## config.mk

```make
export PLATFORM = sky130hd
export DESIGN_NAME = pipeline_sequencer_flat
export DESIGN_NICKNAME = d
export VERILOG_FILES = /design/src/rtl/pipeline_sequencer_if.sv /design/src/rtl/pipeline_sequencer.sv /design/src/flat_wrapper.sv
export SDC_FILE = /design/constraint.sdc
export NUM_CORES = 1
export LEC_CHECK = 0
export BUFFER_PORTS_ARGS = -buffer_cell sky130_fd_sc_hd__buf_2
export CAP_MARGIN = 10
export CORE_MARGIN = 1.5
export CORE_UTILIZATION = 45
export CTS_CLUSTER_DIAMETER = 30
export CTS_CLUSTER_SIZE = 12
export DETAILED_ROUTE_END_ITERATION = 6
export PLACE_DENSITY = 0.67
export SLEW_MARGIN = 20
export SYNTH_ARGS = -nofsm -noshare
export SYNTH_HDL_FRONTEND = slang
export SYNTH_SLANG_ARGS = --single-unit
```

## constraint.sdc

```tcl
create_clock -name clk -period 3.4 [get_ports clk]
set_input_delay 0.68 -clock clk [delete_from_list [all_inputs] [get_ports clk]]
set_output_delay 0.68 -clock clk [all_outputs]
set_load 0.02 [all_outputs]
```

## src/rtl/pipeline_sequencer_if.sv

```systemverilog
// Control/status bundle between the hazard-detection logic and the pipeline sequencer.
// master drives the hazard/event inputs; slave (the sequencer) drives enables, flushes and counters.
interface pipeline_sequencer_if #(
  parameter int unsigned CNT_W = 16
);
  logic             load_use_hazard;
  logic             branch_taken;
  logic             mem_busy;
  logic             halt_req;
  logic             cnt_clear;
  logic             pc_en;
  logic             fd_en;
  logic             de_en;
  logic             em_en;
  logic             mw_en;
  logic             fd_flush;
  logic             de_flush;
  logic             halted;
  logic [CNT_W-1:0] stall_cycles;
  logic [CNT_W-1:0] flush_events;

  modport master (
    output load_use_hazard, branch_taken, mem_busy, halt_req, cnt_clear,
    input  pc_en, fd_en, de_en, em_en, mw_en, fd_flush, de_flush, halted,
    input  stall_cycles, flush_events
  );

  modport slave (
    input  load_use_hazard, branch_taken, mem_busy, halt_req, cnt_clear,
    output pc_en, fd_en, de_en, em_en, mw_en, fd_flush, de_flush, halted,
    output stall_cycles, flush_events
  );
endinterface

```

## src/rtl/pipeline_sequencer.sv

```systemverilog
// Five-stage pipeline sequencer: stage enables and flushes for load-use stalls,
// taken-branch flushes, memory freezes and halt, plus saturating performance counters.
module pipeline_sequencer #(
  parameter int unsigned STALL_CYCLES = 1,
  parameter int unsigned FLUSH_CYCLES = 2,
  parameter int unsigned CNT_W        = 16
) (
  input logic                 clk,
  input logic                 rst,
  pipeline_sequencer_if.slave bus
);

  typedef enum logic [1:0] {StRun, StStall, StFlush, StHalt} state_e;

  localparam logic [2:0] StallRem = 3'(STALL_CYCLES - 1);
  localparam logic [2:0] FlushRem = 3'(FLUSH_CYCLES - 1);
  localparam logic [CNT_W-1:0] CntMax = {CNT_W{1'b1}};

  state_e           state_q, state_d;
  logic [2:0]       rem_q, rem_d;
  logic [CNT_W-1:0] stall_q, flush_q;

  logic pc_en, fd_en, de_en, em_en, mw_en, fd_flush, de_flush, halted;
  logic flush_inc, stall_inc;

  always_comb begin
    state_d   = state_q;
    rem_d     = rem_q;
    pc_en     = 1'b1;
    fd_en     = 1'b1;
    de_en     = 1'b1;
    em_en     = 1'b1;
    mw_en     = 1'b1;
    fd_flush  = 1'b0;
    de_flush  = 1'b0;
    halted    = 1'b0;
    flush_inc = 1'b0;

    if (state_q == StHalt) begin
      {pc_en, fd_en, de_en, em_en, mw_en} = '0;
      halted = 1'b1;
    end else if (bus.halt_req) begin
      {pc_en, fd_en, de_en, em_en, mw_en} = '0;
      state_d = StHalt;
      rem_d   = '0;
    end else if (bus.mem_busy) begin
      // Freeze: state and rem hold by default.
      {pc_en, fd_en, de_en, em_en, mw_en} = '0;
    end else if (bus.branch_taken) begin
      fd_flush  = 1'b1;
      de_flush  = 1'b1;
      flush_inc = 1'b1;
      if (FLUSH_CYCLES > 1) begin
        state_d = StFlush;
        rem_d   = FlushRem;
      end else begin
        state_d = StRun;
        rem_d   = '0;
      end
    end else begin
      unique case (state_q)
        StFlush: begin
          fd_flush = 1'b1;
          rem_d    = (rem_q <= 3'd1) ? 3'd0 : rem_q - 3'd1;
          if (rem_q <= 3'd1) state_d = StRun;
        end
        StStall: begin
          pc_en    = 1'b0;
          fd_en    = 1'b0;
          de_flush = 1'b1;
          rem_d    = (rem_q <= 3'd1) ? 3'd0 : rem_q - 3'd1;
          if (rem_q <= 3'd1) state_d = StRun;
        end
        StRun: begin
          if (bus.load_use_hazard) begin
            pc_en    = 1'b0;
            fd_en    = 1'b0;
            de_flush = 1'b1;
            if (STALL_CYCLES > 1) begin
              state_d = StStall;
              rem_d   = StallRem;
            end
          end
        end
        default: ;
      endcase
    end

    // Mealy RUN outputs would otherwise leak input activity while reset is held.
    if (!rst) begin
      {pc_en, fd_en, de_en, em_en, mw_en} = '1;
      fd_flush  = 1'b0;
      de_flush  = 1'b0;
      halted    = 1'b0;
      flush_inc = 1'b0;
    end
  end

  assign stall_inc = !pc_en && (state_q != StHalt);

  always_ff @(posedge clk or negedge rst) begin
    if (!rst) begin
      state_q <= StRun;
      rem_q   <= '0;
      stall_q <= '0;
      flush_q <= '0;
    end else begin
      state_q <= state_d;
      rem_q   <= rem_d;
      if (bus.cnt_clear)                       stall_q <= '0;
      else if (stall_inc && stall_q != CntMax) stall_q <= stall_q + 1'b1;
      if (bus.cnt_clear)                       flush_q <= '0;
      else if (flush_inc && flush_q != CntMax) flush_q <= flush_q + 1'b1;
    end
  end

  assign bus.pc_en        = pc_en;
  assign bus.fd_en        = fd_en;
  assign bus.de_en        = de_en;
  assign bus.em_en        = em_en;
  assign bus.mw_en        = mw_en;
  assign bus.fd_flush     = fd_flush;
  assign bus.de_flush     = de_flush;
  assign bus.halted       = halted;
  assign bus.stall_cycles = stall_q;
  assign bus.flush_events = flush_q;

endmodule

```

## src/flat_wrapper.sv

```systemverilog
// flat-port wrapper written by rule: the top's interface ports become plain ports
module pipeline_sequencer_flat 
#(
  parameter int unsigned STALL_CYCLES = 1,
  parameter int unsigned FLUSH_CYCLES = 2,
  parameter int unsigned CNT_W        = 16
)
  (clk, rst, bus_load_use_hazard, bus_branch_taken, bus_mem_busy, bus_halt_req, bus_cnt_clear, bus_pc_en, bus_fd_en, bus_de_en, bus_em_en, bus_mw_en, bus_fd_flush, bus_de_flush, bus_halted, bus_stall_cycles, bus_flush_events);
  pipeline_sequencer_if #(.CNT_W(CNT_W)) bus_i ();
  input logic clk;
  input logic rst;
  input wire logic [$bits(bus_i.load_use_hazard)-1:0] bus_load_use_hazard;
  input wire logic [$bits(bus_i.branch_taken)-1:0] bus_branch_taken;
  input wire logic [$bits(bus_i.mem_busy)-1:0] bus_mem_busy;
  input wire logic [$bits(bus_i.halt_req)-1:0] bus_halt_req;
  input wire logic [$bits(bus_i.cnt_clear)-1:0] bus_cnt_clear;
  output wire logic [$bits(bus_i.pc_en)-1:0] bus_pc_en;
  output wire logic [$bits(bus_i.fd_en)-1:0] bus_fd_en;
  output wire logic [$bits(bus_i.de_en)-1:0] bus_de_en;
  output wire logic [$bits(bus_i.em_en)-1:0] bus_em_en;
  output wire logic [$bits(bus_i.mw_en)-1:0] bus_mw_en;
  output wire logic [$bits(bus_i.fd_flush)-1:0] bus_fd_flush;
  output wire logic [$bits(bus_i.de_flush)-1:0] bus_de_flush;
  output wire logic [$bits(bus_i.halted)-1:0] bus_halted;
  output wire logic [$bits(bus_i.stall_cycles)-1:0] bus_stall_cycles;
  output wire logic [$bits(bus_i.flush_events)-1:0] bus_flush_events;
  assign bus_i.load_use_hazard = bus_load_use_hazard;
  assign bus_i.branch_taken = bus_branch_taken;
  assign bus_i.mem_busy = bus_mem_busy;
  assign bus_i.halt_req = bus_halt_req;
  assign bus_i.cnt_clear = bus_cnt_clear;
  assign bus_pc_en = bus_i.pc_en;
  assign bus_fd_en = bus_i.fd_en;
  assign bus_de_en = bus_i.de_en;
  assign bus_em_en = bus_i.em_en;
  assign bus_mw_en = bus_i.mw_en;
  assign bus_fd_flush = bus_i.fd_flush;
  assign bus_de_flush = bus_i.de_flush;
  assign bus_halted = bus_i.halted;
  assign bus_stall_cycles = bus_i.stall_cycles;
  assign bus_flush_events = bus_i.flush_events;
  pipeline_sequencer #(.STALL_CYCLES(STALL_CYCLES), .FLUSH_CYCLES(FLUSH_CYCLES), .CNT_W(CNT_W)) u_core (.clk(clk), .rst(rst), .bus(bus_i));
endmodule
```

# --- Word level (Yosys, flattened, before mapping) ---
# Index checks and enable logic that the tools add are counted.
# W data, S select, Z words.
classes:
  addsub: 3
  n_lt_le_gt_ge: 1
  eq_ne: 7
  n_mux: 45
  bitwise_logic: 1
  reduce_logical: 12
ops:
  columns: ["operator", "count"]
  rows:
  - ["$mux W16", 4]
  - ["$add A16 B1 Y16 const B", 2]
  - ["$ne A16 B16 Y1 const B", 2]
  - ["$mux W1", 29]
  - ["$mux W3", 5]
  - ["$mux W2", 5]
  - ["$reduce_bool A3 Y1", 2]
  - ["$eq A2 B2 Y1 const B", 2]
  - ["$pmux W1 S2", 2]
  - ["$reduce_and A4 Y1", 1]
  - ["$reduce_bool A2 Y1", 2]
  - ["$le A3 B1 Y1 const B", 1]
  - ["$logic_and A1 B1 Y1", 3]
  - ["$reduce_and A3 Y1", 1]
  - ["$sub A3 B1 Y3 const B", 1]
  - ["$eq A2 B1 Y1 const B", 1]
  - ["$logic_not A2 Y1", 1]
  - ["$ne A2 B1 Y1 const B", 1]
  - ["$ne A2 B2 Y1 const B", 1]
  - ["$reduce_or A2 Y1", 1]
  - ["$logic_not A1 Y1", 1]
  - ["$not A1 Y1", 1]
word_totals:
  ff_bits: 37
  in_bits: 7
  word_cells: 73

# --- Logic depth before layout (Yosys ltp) ---
# Gate-level depths: netlist (run 1).
logic_depth:
  depth_word: 12
  mapped_depth: 8
  ltp_nobuf: 6

# --- Worst setup path before layout (run 1) ---
# No wires, ideal clock.
synth_timing:
  kind: "input port to flip-flop"
  start: "in bus_halt_req"
  end: "reg u_core.flush_q[14], in the netlist u_core.bus.flush_events[14]"
  setup_ns: 0.078
  t_arrival_ns: 2.434
  required_ns: 3.322
  path_slack_ns: 0.888
  path_stages: 6
  cell_sequence: "buf_6 or3_4 or4_1 clkbuf_1 or4_1 a21oi_1"
synth_between:
  elab_chain_len: 5
synth_rtl:
  columns: ["item", "line_no", "text"]
  rows:
  - ["start, declared", "flat_wrapper.sv:15", "input wire logic [$bits(bus_i.halt_req)-1:0] bus_halt_req;"]
  - ["$mux W1", "pipeline_sequencer.sv:42", "end else if (bus.halt_req) begin"]
  - ["$mux W1", "pipeline_sequencer.sv:39", "if (state_q == StHalt) begin"]
  - ["$mux W1", "pipeline_sequencer.sv:90", "if (!rst) begin"]
  - ["$logic_and A1 B1 Y1", "pipeline_sequencer.sv:113", "else if (flush_inc && flush_q != CntMax) flush_q <= flush_q + 1'b1;"]
  - ["$reduce_bool A2 Y1 (no source line)", null, null]
  - ["end signal, assigned", "pipeline_sequencer.sv:113", null]
  - ["end, declared", "pipeline_sequencer.sv:21", "logic [CNT_W-1:0] stall_q, flush_q;"]
# No other way between the ends.
# A chain may end at the register's enable or synchronous reset.

# --- Final worst setup path (run 1) ---
layout_timing:
  start: "reg u_core.state_q[1]"
  end: "out bus_pc_en"
layout_between:
  elab_chain_len: 7
layout_rtl:
  columns: ["item", "line_no", "text"]
  rows:
  - ["start, declared", "pipeline_sequencer.sv:19", "state_e state_q, state_d;"]
  - ["start signal, assigned", "pipeline_sequencer.sv:103", "state_q <= StRun;"]
  - ["start signal, assigned", "pipeline_sequencer.sv:108", "state_q <= state_d;"]
  - ["$eq A2 B1 Y1 or $logic_not A2 Y1 (tied branches)", "pipeline_sequencer.sv:61", "unique case (state_q)"]
  - ["$pmux W1 S2", "pipeline_sequencer.sv:61", null]
  - ["$mux W1", "pipeline_sequencer.sv:49", "end else if (bus.branch_taken) begin"]
  - ["$mux W1", "pipeline_sequencer.sv:46", "end else if (bus.mem_busy) begin"]
  - ["$mux W1", "pipeline_sequencer.sv:42", null]
  - ["$mux W1 *", "pipeline_sequencer.sv:39", null]
  - ["$mux W1 *", "pipeline_sequencer.sv:90", null]
  - ["end, declared", "flat_wrapper.sv:17", "output wire logic [$bits(bus_i.pc_en)-1:0] bus_pc_en;"]
# Every way passes the cells marked *; elsewhere a longest branch is shown, timed or not.

==> impl_metrics.py, run 1 <==
metrics = {
    "logic_synthesis": {
        "ys.warnings.count": 0,
        "synthesis.nets": 282,
        "synth_area_per_cell_um2": 8.880,
        "ys_types": 47,
        "synth.area.top_cells": "dfrtp_1, mux2_2, ha_1, o31ai_1, a21oi_1",
        "yosysSeqAreaShare_pct": 39.05,
        "async_flop_share_pct": 100.0,
        "postSynthCellCount": 267,
        "ys_seq_elements": 37,
        "synth.cell_area_um2": 2371,
        "synth_top_area_cell": "dfrtp_1",
        "synth_flop_cell": "dfrtp_1",
        "synth_top_cell_area_share_pct": 39.05,
        "synth_edf_count": 0,
    },
    "power": {
        "seqPwrFrac_pct": 44.2,
        "p_leak_nw": 1.181,
        "comb_power_share_pct": 28.7,
        "vdd_drop_max_mv": 0.1840,
        "p_sw_share_pct": 33.71,
        "power_density_nw_per_um2": 418.2,
        "power.switching_mw": 0.3828,
        "p_int_mw": 0.7526,
        "clkPwrFrac_pct": 27.0,
    },
    "routing": {
        "dr.pass1.iters": 4,
        "antenna_left": 0,
        "wl_per_cell_um": 14.16,
        "vias": 2218,
        "first_iter_violations": 74,
        "vias_per_cell": 5.899,
        "route.detailed.drc": 0,
        "drt_wl_total_um": 5323,
    },
    "clock_tree": {
        "cts_buffer_depth": 2,
        "cts_hold_buf": 0,
        "cts_tree": "yes",
        "cts.repair.resized": 0,
        "cts_num_sinks": 37,
        "htree_num_levels": 2,
        "cts_setup_buffers": 0,
        "cts_root_buf": "clkbuf_8",
        "numCtsBuffers": 5,
        "clkTransAtPathRegs_ns": 0.07,
        "clk_latency_ns": 0.29,
    },
    "final_layout": {
        "multi_input_area_um2": 1306,
        "fill_cells": 499,
        "final_cell_mix": "buf_2, dfrtp_1, nor2_1, a21oi_1, nand2_1",
        "area_delta_synth_final_pct": 14.51,
        "final_cell_area_um2": 2715,
        "regArea_um2": 925.9,
        "antennaDiodeCount": 0,
        "utilization_pct": 53.16,
        "final_layout_size_suffix_gt1_share_pct": 23.20,
        "final_nets": 321,
        "instances_no_fill": 376,
        "final_common_cell": "buf_2",
    },
    "global_route": {
        "grt_max_degree": 40,
        "grt_pass1_vias": 1847,
        "grt_use_total_pct": 19.73,
        "grt_pass1_wl_um": 8652,
        "antenna_found_initial": 0,
        "overflow": 0,
    },
    "placement": {
        "pre_cts_slack_ns": 0.5914,
        "gp_congestion": 0.8488,
        "dpl-instance-area_um2": 2629,
        "placedCellCount": 369,
        "port_buffers": 46,
        "hpwlAfterDp_um": 3690,
    },
    "setup_path": {
        "critPathKind": "reg -> out",
        "crit_path_start_kind": "flip-flop",
        "path_max_fanout": 9,
        "cp-end-kind": "output pin",
        "critPathRequiredTime_ns": 2.72,
        "rrSetupSlack_ns": 0.75,
        "cp.arrival_ns": 1.99,
    },
    "sta": {
        "finalMaxSlewViolations": 0,
        "rsz0062_at_grt": "no",
        "tightestPinTransition_ns": 0.7179,
        "fin_setup_tns_ns": 0,
        "setup_ws_ns": 0.7339,
        "slew_headroom_pct": 52.14,
        "finalHoldViolCount": 0,
        "finalCritPeriodShare_pct": 78.42,
        "setup_violations": 0,
        "finClkSkew_ns": 0.004423,
        "period_minus_slack_ns": 2.666,
        "max_freq_mhz": 375.1,
    },
    "floorplan": {
        "start_util_pct": 46.42,
        "dieArea_um2": 5713,
        "fp-row-count": 26,
        "die_x_um": 75.59,
        "die_h_um": 75.59,
        "num_io_pins": 47,
        "coreArea_um2": 5107,
    },
    "job": {
        "maxCapViolCount": 0,
    },
    "worst_hold_path": {
        "hold_class": "in -> async",
    },
    "outcome": {
        "status": "finished, final reports clean",
    },
}
## cells in the mapped netlist (3+ instances only)
library cell / number
inv_1: 15
nor2b_1: 9
mux2_2: 10
nand3_1: 11
a21oi_1: 19
and3_1: 4
nand4_1: 12
nor2_1: 19
buf_4: 3
o31ai_1: 13
ha_1: 8
or3_1: 6
o21ai_0: 12
dfrtp_1: 37
clkbuf_1: 13
or4_1: 11
nor4_1: 11
nand2_1: 16
## path summary, 6_finish.rpt
path,from,end,cells past startpoint
max,u_core.state_q[1],bus_pc_en,5
min,rst,u_core.bus.flush_events[13],1
max reg2reg,u_core.state_q[1],u_core.bus.flush_events[13],5
min reg2reg,u_core.bus.flush_events[7],u_core.bus.flush_events[7],1
max in group asynchronous,rst,u_core.rem_q[2],2
min in group clk,u_core.bus.flush_events[7],u_core.bus.flush_events[7],1
## critical path: stages (launching register included)
cell and delay (ns):
dfrtp_1 0.43, ha_1 0.30, nor3_1 0.52, o21ai_0 0.18
nand2_1 0.11, buf_2 0.16
## metal layers
metal | wire [µm] | global-route usage (%) | up-vias
li1 | - | - | 1083
met4 | 82 | 7.143 | 0
met1 | 2552 | 28.52 | 1069
met3 | 251 | 3.571 | 7
met2 | 2436 | 29.63 | 59
met5 | 0 | 0 | -
## sequential cells by signal (all words and copies together) (netlist names)
name,cells
u_core.bus.flush_events,16
u_core.state_q,2
u_core.bus.stall_cycles,16
u_core.rem_q,3
## stage by stage
stage	power [mW]	hold slack, ns
2_1_floorplan	0.7598	0.3844
3_3_place_gp	0.8309	0.5242
3_5_place_dp	0.8389	0.5298
4_1_cts	1.154	0.2404
5_1_grt	1.222	0.2457
6_report	1.135	0.2457
## kinds of logic (layout without fill, tap and decap cells)
family	Yosys count	after routing	share of synthesized area, %
compound gates	65	65	18.21
buf+inv	32	71	5.857
simple gates	113	113	27.12
flops	37	37	39.05
mux	11	11	5.172
fa+ha+maj	8	8	4.222
xor+xnor	1	1	0.3695
## power groups by stage
stage | logic (mW) | registers [mW] | clock network [mW]
final | 0.326 | 0.502 | 0.307
after global routing | 0.376 | 0.507 | 0.339
after CTS | 0.329 | 0.502 | 0.322
after detailed placement | 0.328 | 0.511 | 0
after global placement | 0.322 | 0.509 | 0
after floorplan | 0.250 | 0.510 | 0
## cell type report
cell class                 count  share of cell area, %
sequential                    37                  34.10
inverter                      15                  2.074
multi-input combinational    198                  48.11
timing repair buffer          49                  9.309
tap                           70                  3.226
clock buffer                   7                  3.180
Note: power is estimated with default switching activity, not from simulation.
==> run 2: changes to the inputs <==
Settings changed: PLACE_DENSITY 0.67 to 0.7.
Clock period 3.4 ns to 2.33 ns, I/O delays scaled along.
==> run 2 against run 1 <==
  * Flip-flop and latch count unchanged
  * Non-clock buffer count up 17
  * Setup slack worse by 0.65 ns
  * Routed wire length increased by 4.0%
  * Sequential power grew 45%
  * Global-route usage is 1.2 points higher
  * Critical path depth rose by 1
  * Sequential share of layout area decreased by 2.0 points
  * First-iteration DRC count up 110%
  * Power up 57%
  * Final cell count rose by 4.8%
  * Largest power group unchanged
==> impl_metrics.py, run 2 (synthesized netlist as in run 1, its figures left out) <==
metrics = {
    "placement": {
        "port_buffers": 46,
        "gp_congestion": 0.7847,
        "hpwlAfterDp_um": 4005,
    },
    "routing": {
        "vias": 2249,
        "route.detailed.drc": 0,
        "wl_per_cell_um": 14.05,
        "dr.pass1.iters": 4,
        "first_iter_violations": 157,
        "vias_per_cell": 5.708,
        "antenna_left": 0,
        "drt_wl_total_um": 5534,
    },
    "clock_tree": {
        "clkTransAtPathRegs_ns": 0.07,
        "htree_num_levels": 2,
        "cts_root_buf": "clkbuf_8",
        "cts_num_sinks": 37,
        "cts_hold_buf": 0,
        "numCtsBuffers": 5,
        "cts_buffer_depth": 2,
        "clk_latency_ns": 0.29,
        "cts_tree": "yes",
    },
    "final_layout": {
        "final_nets": 338,
        "multi_input_area_um2": 1313,
        "area_delta_synth_final_pct": 21.48,
        "final_cell_mix": "buf_2, dfrtp_1, nor2_1, a21oi_1, buf_4",
        "final_layout_size_suffix_gt1_share_pct": 28.40,
        "antennaDiodeCount": 0,
        "final_common_cell": "buf_2",
        "regArea_um2": 925.9,
        "fill_cells": 486,
    },
    "sta": {
        "finalCritPeriodShare_pct": 96.22,
        "setup_violations": 0,
        "max_freq_mhz": 446.1,
        "rsz0062_at_grt": "no",
        "holdWs_ns": 0.1957,
        "period_minus_slack_ns": 2.242,
        "slew_headroom_pct": 53.17,
        "fin_setup_tns_ns": 0,
        "finalHoldViolCount": 0,
        "finClkSkew_ns": 0.003212,
        "tightestPinTransition_ns": 0.6960,
        "finalMaxSlewViolations": 0,
    },
    "setup_path": {
        "crit_path_start_kind": "flip-flop",
        "r2r-end": "u_core.bus.flush_events[15]",
        "r2r_cells": 6,
        "crit_chain": "ha_2, or3_4, or4_4, buf_6, or4_1, a21oi_1",
        "cp-end-kind": "flip-flop",
        "crit_family": "simple AND/OR/NAND/NOR gates",
        "crit_slowest_cell": "or4_1",
        "cpPeakStageDelay_ns": 0.50,
        "path_max_fanout": 13,
        "path_depth": 6,
        "cp_num_buf_inv": 1,
        "cp.arrival_ns": 2.46,
        "critPathRequiredTime_ns": 2.55,
        "r2r_start": "u_core.state_q[0]",
        "rrSetupSlack_ns": 0.09,
        "critPathKind": "reg -> reg",
    },
    "global_route": {
        "gr-usage-met2_pct": 32.94,
        "grt_max_degree": 26,
        "met3_usage_pct": 6.481,
        "grt_busiest_layer": "met2",
        "grt_use_total_pct": 20.94,
        "antenna_found_initial": 0,
        "grt_pass1_vias": 1961,
        "overflow": 0,
        "met1_usage_pct": 28.21,
        "grt_pass1_wl_um": 9073,
    },
    "floorplan": {
        "coreArea_um2": 5107,
        "die_h_um": 75.59,
        "start_util_pct": 46.42,
        "fp-row-count": 26,
        "die_x_um": 75.59,
        "num_io_pins": 47,
        "dieArea_um2": 5713,
    },
    "power": {
        "power_density_nw_per_um2": 619.6,
        "comb_power_share_pct": 31.4,
        "clkPwrFrac_pct": 27.9,
        "vdd_drop_max_mv": 0.4589,
        "p_int_mw": 1.193,
        "p_leak_nw": 1.278,
        "p_sw_share_pct": 33.15,
        "power.switching_mw": 0.5917,
        "p_total_mw": 1.785,
        "seqPwrFrac_pct": 40.7,
    },
    "outcome": {
        "status": "finished, final reports clean",
    },
    "job": {
        "maxCapViolCount": 0,
    },
    "worst_hold_path": {
        "hold_class": "in -> async",
    },
}
[run 2: cell types whose count changed in the layout (fill, tap and decap cells not counted)]
cell and change:
buf_4 +15, buf_12 +1, buf_6 +1, clkbuf_1 -1, clkbuf_8 +1, clkinv_2 +1, ha_1 -1, ha_2 +1
or4_1 -1, or4_4 +1
[run 2: final cells by class]
| class | count | area share [%] |
|---|---|---|
| Multi-Input combinational cell | 198 | 45.57 |
| Sequential cell | 37 | 32.15 |
| Timing Repair Buffer | 66 | 13.77 |
| Clock buffer | 7 | 3.345 |
| Tap cell | 70 | 3.041 |
| Inverter | 15 | 1.955 |
| Clock inverter | 1 | 0.1738 |
[run 2: through the flow]
step           area, µm²  setup WS [ns]  util [%]  std cells
6_report            2880        0.08812     56.39        394
5_1_grt             2880       0.002923     56.39        394
4_1_cts             2865        0.04056     56.10        393
3_5_place_dp        2764        0.01732     54.12        385
3_3_place_gp        2764        0.06427     54.12        385
2_1_floorplan       2385        0.08802         -        267
[run 2: layer usage]
layer  wire (µm)  part of all wire (%)
met5           0                     0
met4          49                  0.89
met3         201                   3.6
met2        2633                    48
met1        2649                    48
[run 2: power groups by stage]
stage	clock network [mW]	logic, mW	registers, mW
after detailed placement	0	0.550	0.739
after CTS	0.517	0.551	0.727
after floorplan	0	0.388	0.744
final	0.498	0.560	0.727
after global placement	0	0.544	0.738
after global routing	0.543	0.633	0.734
[run 2: timing repair]
item,in CTS,in global routing
resized for setup,0,2
setup buffers,0,1
setup endpoints to repair,0,7
[run 2: worst max-delay path by stage]
stage | from | end | slack, ns
6_report | u_core.state_q[0] | u_core.bus.flush_events[15] | 0.09
5_1_grt | u_core.state_q[1] | bus_pc_en | 0.003
3_5_place_dp | bus_halt_req | u_core.bus.flush_events[15] | 0.02
4_1_cts | u_core.state_q[0] | u_core.bus.flush_events[15] | 0.04
3_3_place_gp | bus_halt_req | u_core.bus.flush_events[13] | 0.06
2_1_floorplan | u_core.state_q[1] | u_core.bus.flush_events[14] | 0.09
==> run 3: changes to the inputs <==
Settings changed: RECOVER_POWER from default to 100.
==> run 3 against run 2 <==
  * Die area did not move
  * Power fell by 0.28%
  * Routed wire length fell by 0.18%
  * Fmax barely moved
  * Hold slack improved by 0.13 ns
  * Register-to-register slack barely moved
  * Largest cell class unchanged
  * Largest power group unchanged
==> impl_metrics.py, run 3 (synthesized netlist as in run 1, its figures left out) <==
metrics = {
    "clock_tree": {
        "numCtsBuffers": 5,
        "clk_latency_ns": 0.29,
        "cts_root_buf": "clkbuf_8",
        "cts_tree": "yes",
        "cts_buffer_depth": 2,
        "clkTransAtPathRegs_ns": 0.07,
        "cts_num_sinks": 37,
        "htree_num_levels": 2,
    },
    "routing": {
        "wl_per_cell_um": 14.02,
        "route.detailed.drc": 0,
        "first_iter_violations": 122,
        "vias": 2239,
        "drt_wl_total_um": 5524,
        "vias_per_cell": 5.683,
        "antenna_left": 0,
        "dr.pass1.iters": 4,
    },
    "power": {
        "comb_power_share_pct": 31.1,
        "seqPwrFrac_pct": 40.8,
        "p_sw_share_pct": 33.39,
        "power.switching_mw": 0.5942,
        "clkPwrFrac_pct": 28.1,
        "p_int_mw": 1.185,
        "p_total_mw": 1.780,
        "vdd_drop_max_mv": 0.4669,
        "p_leak_nw": 1.114,
        "power_density_nw_per_um2": 630.5,
    },
    "sta": {
        "setup_violations": 0,
        "fin_setup_tns_ns": 0,
        "max_freq_mhz": 445.8,
        "tightestPinTransition_ns": 1.118,
        "slew_headroom_pct": 25.46,
        "finalCritPeriodShare_pct": 96.28,
        "finClkSkew_ns": 0.005272,
        "finalHoldViolCount": 0,
        "rsz0062_at_grt": "no",
        "period_minus_slack_ns": 2.243,
        "finalMaxSlewViolations": 0,
        "holdWs_ns": 0.3285,
    },
    "setup_path": {
        "critPathKind": "reg -> reg",
        "path_max_fanout": 13,
        "critPathRequiredTime_ns": 2.55,
        "cp-end-kind": "flip-flop",
        "crit_path_start_kind": "flip-flop",
        "cp.arrival_ns": 2.46,
    },
    "floorplan": {
        "die_h_um": 75.59,
        "dieArea_um2": 5713,
        "start_util_pct": 46.42,
        "coreArea_um2": 5107,
        "num_io_pins": 47,
        "die_x_um": 75.59,
        "fp-row-count": 26,
    },
    "outcome": {
        "status": "finished, final reports clean",
    },
    "job": {
        "maxCapViolCount": 0,
    },
    "placement": {
        "placedCellCount": 385,
        "gp_congestion": 0.7847,
        "dpl-instance-area_um2": 2764,
        "port_buffers": 46,
        "hpwlAfterDp_um": 4005,
    },
    "final_layout": {
        "final_layout_size_suffix_gt1_share_pct": 15.74,
        "antennaDiodeCount": 0,
        "final_nets": 338,
        "instances_no_fill": 394,
        "final_cell_mix": "clkbuf_1, dfrtp_1, nor2_1, a21oi_1, nand2_1",
        "final_cell_area_um2": 2823,
        "area_delta_synth_final_pct": 19.05,
        "final_common_cell": "clkbuf_1",
    },
    "global_route": {
        "overflow": 0,
        "grt_pass1_vias": 1961,
        "antenna_found_initial": 0,
        "grt_use_total_pct": 20.94,
        "grt_pass1_wl_um": 9073,
        "grt_max_degree": 26,
    },
    "worst_hold_path": {
        "hold_class": "in -> async",
    },
}
-- run 3: critical path: stages (launching register included) --
cell,delay (ns)
dfrtp_1,0.40
ha_2,0.20
or3_4,0.35
or4_4,0.43
buf_6,0.16
or4_1,0.51
a21oi_1,0.13
-- run 3: per-stage QoR --
step	util [%]	setup slack [ns]
2_1_floorplan	-	0.08802
3_3_place_gp	54.12	0.06427
3_5_place_dp	54.12	0.01732
4_1_cts	56.10	0.04056
5_1_grt	55.27	0.002924
6_report	55.27	0.08671
-- run 3: area by class of cell --
class,count,area [µm²]
clock buffer,7,96.34
clock inverter,1,5.005
fill,513,2285
inverter,15,56.30
multi-input combinational,198,1313
sequential,37,925.9
tap,70,87.58
timing repair buffer,66,339.1
-- run 3: power by group through the flow --
| stage | Clock (mW) | Combinational, mW | Sequential, mW |
|---|---|---|---|
| after global routing | 0.543 | 0.626 | 0.734 |
| after global placement | 0 | 0.544 | 0.738 |
| after floorplan | 0 | 0.388 | 0.744 |
| final | 0.500 | 0.553 | 0.726 |
| after detailed placement | 0 | 0.550 | 0.739 |
| after CTS | 0.517 | 0.551 | 0.727 |
-- run 3: path summary, 6_finish.rpt --
| kind | cells after the start | startpoint | slack (ns) | end |
|---|---|---|---|---|
| worst max-delay path | 6 | u_core.state_q[0] | 0.09 | u_core.bus.flush_events[15] |
| worst min-delay path | 2 | rst | 0.33 | u_core.bus.flush_events[12] |
| worst max register to register | 6 | u_core.state_q[0] | 0.09 | u_core.bus.flush_events[15] |
| worst min register to register | 1 | u_core.bus.flush_events[7] | 0.55 | u_core.bus.flush_events[7] |
| max in group asynchronous | 2 | rst | 0.99 | u_core.bus.flush_events[5] |
| min in group clk | 1 | u_core.bus.flush_events[7] | 0.55 | u_core.bus.flush_events[7] |
-- run 3: layer usage --
layer,wire [µm],vias to the layer above,GRT usage [%]
li1,-,1117,-
met1,2651,1085,28.21
met2,2635,33,32.94
met3,188,4,6.481
met4,49,0,5.357
met5,0,-,0
-- run 3: what timing repair did --
item | CTS | global route
resized for setup | 0 | 2
hold buffers | 0 | 0
setup buffers | 0 | 1
endpoints found under the setup margin | 0 | 7
